File: src/rtl/adc_serial_reader.sv
// Serial ADC front end: generates chip-select and serial clock for a framed
// SPI-style converter, shifts in each frame and strobes out the result.
module adc_serial_reader #(
  parameter int unsigned WIDTH      = 12,
  parameter int unsigned FRAME_BITS = 16,
  parameter int unsigned CLK_DIV    = 16,
  parameter int unsigned SAMPLE_DIV = 800
) (
  input  logic             i_clk,
  input  logic             i_reset,
  output logic             o_adc_clk,
  output logic             o_adc_cs,
  input  logic             i_adc_sd,
  output logic [WIDTH-1:0] o_data,
  output logic             o_ready
);

  localparam int unsigned WIN  = FRAME_BITS * CLK_DIV;
  localparam int unsigned HALF = CLK_DIV / 2;
  localparam int unsigned PW   = $clog2(SAMPLE_DIV);
  localparam int unsigned PHW  = (CLK_DIV > 2) ? $clog2(CLK_DIV) : 1;

  logic [PW-1:0]         r_p;
  logic [PHW-1:0]        r_ph;
  logic                  r_rise;
  logic [FRAME_BITS-1:0] r_shift;

  logic                  w_in_win;
  logic                  w_p_last;
  logic                  w_ph_last;
  logic                  w_frame_end;
  logic [FRAME_BITS-1:0] w_shift_next;

  assign w_in_win    = (r_p < PW'(WIN));
  assign w_p_last    = (r_p == PW'(SAMPLE_DIV - 1));
  assign w_ph_last   = (r_ph == PHW'(CLK_DIV - 1));
  assign w_frame_end = (r_p == PW'(WIN));

  // Shift lands one clk after adc_clk rises; folded into the capture so the
  // final bit is included even when it coincides with frame end.
  assign w_shift_next = r_rise ? {r_shift[FRAME_BITS-2:0], i_adc_sd} : r_shift;

  always_ff @(posedge i_clk) begin
    if (i_reset) begin
      r_p       <= '0;
      r_ph      <= '0;
      r_rise    <= 1'b0;
      r_shift   <= '0;
      o_adc_cs  <= 1'b1;
      o_adc_clk <= 1'b1;
      o_data    <= '0;
      o_ready   <= 1'b0;
    end else begin
      r_p       <= w_p_last ? '0 : r_p + PW'(1);
      r_ph      <= (w_p_last || w_ph_last) ? '0 : r_ph + PHW'(1);
      o_adc_cs  <= !w_in_win;
      o_adc_clk <= !(w_in_win && (r_ph < PHW'(HALF)));
      r_rise    <= w_in_win && (r_ph == PHW'(HALF));
      r_shift   <= w_shift_next;
      o_ready   <= w_frame_end;
      if (w_frame_end) begin
        o_data <= w_shift_next[WIDTH-1:0];
      end
    end
  end

endmodule

File: config.mk
export PLATFORM = sky130hd
export DESIGN_NAME = adc_serial_reader
export DESIGN_NICKNAME = d
export VERILOG_FILES = /design/src/rtl/adc_serial_reader.sv
export SDC_FILE = /design/constraint.sdc
export NUM_CORES = 1
export LEC_CHECK = 0
export CAP_MARGIN = 20
export CORE_MARGIN = 1.5
export CORE_UTILIZATION = 50
export DETAILED_ROUTE_END_ITERATION = 10
export GPL_ROUTABILITY_DRIVEN = 0
export PLACE_DENSITY = 0.74
export RECOVER_POWER = 100
export SLEW_MARGIN = 20
export SYNTH_ARGS = -nofsm -noshare
export SYNTH_HDL_FRONTEND = slang
export SYNTH_SLANG_ARGS = --single-unit
File: constraint.sdc
create_clock -name i_clk -period 1.8 [get_ports i_clk]
set_input_delay 0.36 -clock i_clk [delete_from_list [all_inputs] [get_ports i_clk]]
set_output_delay 0.36 -clock i_clk [all_outputs]
set_load 0.02 [all_outputs]
== Yosys cells after proc, flatten, opt, wreduce, memory -nomap -nowiden ==
Cells that the tools add are included.

* Register bits: 42
* Input port bits: 3

* Add/subtract/negate cells: 2
* $lt $le $gt $ge: 2
* Eq/ne operators: 4
* Multiplexer cells: 1
* Reductions and logical operators: 7

{| class="wikitable"
|+ Operator list
! operator !! number
|-
| $mux 12 || 1
|-
| $add 10x1->10 const B || 1
|-
| $eq 10x10->1 const B || 1
|-
| $eq 10x9->1 const B || 1
|-
| $lt 10x9->1 const B || 1
|-
| $eq 4x4->1 const B || 2
|-
| $add 4x1->4 const B || 1
|-
| $lt 4x4->1 const B || 1
|-
| $reduce_or 2->1 || 2
|-
| $logic_and 1x1->1 || 2
|-
| $logic_not 1->1 || 2
|-
| $logic_or 1x1->1 || 1
|}

== Longest topological paths before layout ==
* Depth in word-level cells: 3
* Mapped depth: 5
* Mapped depth without buffers: 5

== Least setup slack after synthesis ==
No wires, ideal clock.

* Path type: reg2reg
* Start: register r_p[2]
* End: register o_data[10]
* Arrival: 1.298 ns
* Setup slack: 0.380 ns
* Stages on the path, launching flop included: 6
* Clock period less this slack: 1.420 ns
* Cell sequence: dfxtp_1 buf_2 nor4_2 nand3_2 buf_6 mux2_4

* Word-level cells in the longest chain between the ends: 1

{| class="wikitable"
|+ Ends and longest elaborated chain
! item !! line !! RTL
|-
| from (decl) || 23 || <nowiki>logic [PW-1:0] r_p;</nowiki>
|-
| from (signal assigned) || 54 || <nowiki>r_p <= w_p_last ? '0 : r_p + PW'(1);</nowiki>
|-
| $eq 10x9->1 || 37 || <nowiki>assign w_frame_end = (r_p == PW'(WIN));</nowiki>
|-
| to (signal assigned) || 62 || <nowiki>o_data <= w_shift_next[WIDTH-1:0];</nowiki>
|-
| to (decl) || 14 || <nowiki>output logic [WIDTH-1:0] o_data,</nowiki>
|}

No other way between the ends.
A chain may end at the register's enable or synchronous reset.

== Worst setup path after layout ==
* Start: register o_ready
* End: output o_ready

{| class="wikitable"
|+ RTL lines
! item !! line !! RTL
|-
| from (decl) || 15 || <nowiki>output logic o_ready</nowiki>
|-
| from (signal assigned) || 60 || <nowiki>o_ready <= w_frame_end;</nowiki>
|}

No word-level cell between the ends.

==> results.ini <==
[clock_network]
cts-buffers-inserted = 5
clock_sinks = 42
clockBufferDepth = 2
htree_num_levels = 2
path_clk_slew_ns = 0.12
root_buffer = clkbuf_4
cts_resized = 0
hold_buffers = 0
cts_tree = done
cts_setup_buffers = 0
worstSkewPairLatency_ns = 0.35

[global_route]
globalRouteOverflowTotal = 0
grt_pass1_wl_um = 4710
grt_pass1_vias = 1098
antenna_found_initial = 0
track_usage = 0.171
grt_max_degree = 23

[critical_path]
cp_max_fo = 1
worstSetupEndpoint = o_ready
worstSetupPathType = reg2out
worstReg2RegEnd = o_data[2]
worstSetupEndpointType = output pin
crit_buf_inv = 1
reg2regPathDepth = 4
critPathSlowestCell = dlygate4sd3_1
rr_startpoint = r_rise
slowest_delay_ns = 0.66
crit_start = o_ready
path_cells = dlygate4sd3_1
crit_arrival_ns = 1.35
cp.required_ns = 1.44
crit_path_start_kind = register
crit_family = buffers and inverters
reg2reg_slack_ns = 0.13
worst-path-stages = 1

[timing]
finClkSkew_ns = 0.0149
rsz0062_at_grt = no
setup-violations-final = 0
fin_ws_ns = 0.0911
min_period_over_period = 0.949
slew_violations = 0
timing.fmax_ghz = 0.585
finalHoldViolations = 0
maxSlewHeadroom = 0.446
worst_pin_slew_ns = 0.831
fin_crit_ns = 1.71
fin_tns_setup_ns = 0
holdWs_ns = 0.485

[logic_synthesis]
synth.avg_cell_area_um2 = 10.5
synth_seq_cells = 42
synth_top_area_frac = 0.487
synth-edff-count = 0
synthFlopType = dfxtp_1
synth.distinct_cells = 36
syn_inst = 165
syn-num-nets = 172
synth-async-reset-ratio = 0
synth_area_mm2 = 0.00173
synth_area_leaders = dfxtp_1, mux2_4, mux2i_1, nor2_1, nor2b_1
ys_seq_area_frac = 0.487
synth_top_area_cell = dfxtp_1
yosys_warnings = 0

[die]
die_width_um = 61.8
dieArea_mm2 = 0.00381
start_util = 0.517
die_y_um = 61.8
fp.coreArea_mm2 = 0.00334
ios = 18
num_rows = 21

[final_layout]
design_area_mm2 = 0.00196
final_util = 0.586
diodes = 0
drive_gt1_frac = 0.108
fin_cells = 231
syn_to_final_growth_pct = 13.3
fin_nets = 192

[route]
wl_met1_um = 1260
drt-initial-drc-count = 46
antenna_violating_nets_post_route = 0
drc = 0
wl_per_cell_um = 12.2
viasPerCell = 5.13
wl_met2_um = 1380
drtPass1Iterations = 4
wl_met3_um = 121
dr_total_vias = 1185
routed.top_layer = met4
wl_um = 2810

[run_status]
status = completed

[placed_design]
dp_slack_ns = 0.0836
postPlaceCellArea_mm2 = 0.00194
dpl.cell_count = 224
port_buffers = 17
dp.final_hpwl_um = 2010

[worst_hold_path]
min_from = r_p[0]
hold_path.class = reg2reg

[power]
p_total_mw = 1.46
peakVddDrop_mv = 0.394
power-per-cell-area_mw_per_mm2 = 745
p_leak_nw = 0.724

[job]
maxCapViolCount = 0

[metal layers]
layer | vias up | GRT usage
met4 | 0 | 0.0729
li1 | 604 | -
met1 | 551 | 0.206
met5 | - | 0
met3 | 5 | 0.0621
met2 | 25 | 0.277
[area by class of cell]
| type | instances | area [um2] |
|---|---|---|
| clock buffer | 5 | 37.5 |
| clock inverter | 2 | 10.0 |
| fill | 304 | 1380 |
| inverter | 9 | 33.8 |
| multi-input combinational | 106 | 779 |
| sequential | 42 | 841 |
| tap | 46 | 57.6 |
| timing repair buffer | 21 | 196 |
[kinds of logic after synthesis]
group,synth area share
flops,0.487
compound gates,0.0507
fa+ha+maj,0.0290
mux,0.176
simple gates,0.193
buf+inv,0.0442
xor+xnor,0.0203
[registers in the layout, indices dropped and copies added, names as in the netlist]
signal     cells
r_rise         1
o_data        12
r_p           10
o_adc_cs       1
r_shift       12
r_ph           4
o_adc_clk      1
o_ready        1
[worst reg2reg max path, stage by stage (launching register included)]
cell and delay [ns]:
dfxtp_1 0.32, clkbuf_1 0.62, mux2i_1 0.29, nor2_1 0.08
mux2_4 0.27
[synthesized netlist by cell type (2+ instances only)]
cell type and n:
xor2_1 2, nor3_1 3, dfxtp_1 42, or4_1 2, xnor2_1 2, nor2_1 21, nand2_1 5, nand4_1 2
ha_1 4, o21ai_0 3, a21oi_1 5, nand3_1 4, nor2b_1 12, inv_1 9, or3_1 2, mux2i_1 12
buf_2 3, clkbuf_1 3, mux2_4 10, mux2_2 3
[power breakdown]
group | switching, mW | leakage [nW] | internal [mW] | total (mW)
combinational | 0.0397 | 0.353 | 0.0304 | 0.0701
clock | 0.290 | 0.0308 | 0.141 | 0.431
sequential | 0.0139 | 0.340 | 0.943 | 0.957
[worst min path at each step]
stage | depth (start not counted) | endpoint | slack (ns)
2_1_floorplan | 1 | r_p[0] | 0.44
3_3_place_gp | 1 | r_p[0] | 0.46
3_5_place_dp | 1 | r_p[0] | 0.46
4_1_cts | 1 | r_p[0] | 0.49
5_1_grt | 1 | r_rise | 0.52
6_report | 1 | r_p[0] | 0.49
[cells in the final DEF (no fill, tap or decap), types with 2 or more instances in the layout]
cell	instances
a21oi_1	5
nor2_1	21
nand4_1	2
mux2i_1	12
or4_1	2
mux2_4	2
buf_4	3
xor2_1	2
mux2_2	3
or3_1	2
mux2_1	8
dlygate4sd3_1	5
inv_1	9
nand2_1	5
nor2b_1	12
nand3_1	4
clkbuf_4	5
o21ai_0	3
xnor2_1	2
nor3_1	3
clkinv_2	2
ha_1	4
clkdlybuf4s50_1	12
dfxtp_1	42
Power figures use the tool's default switching activity.
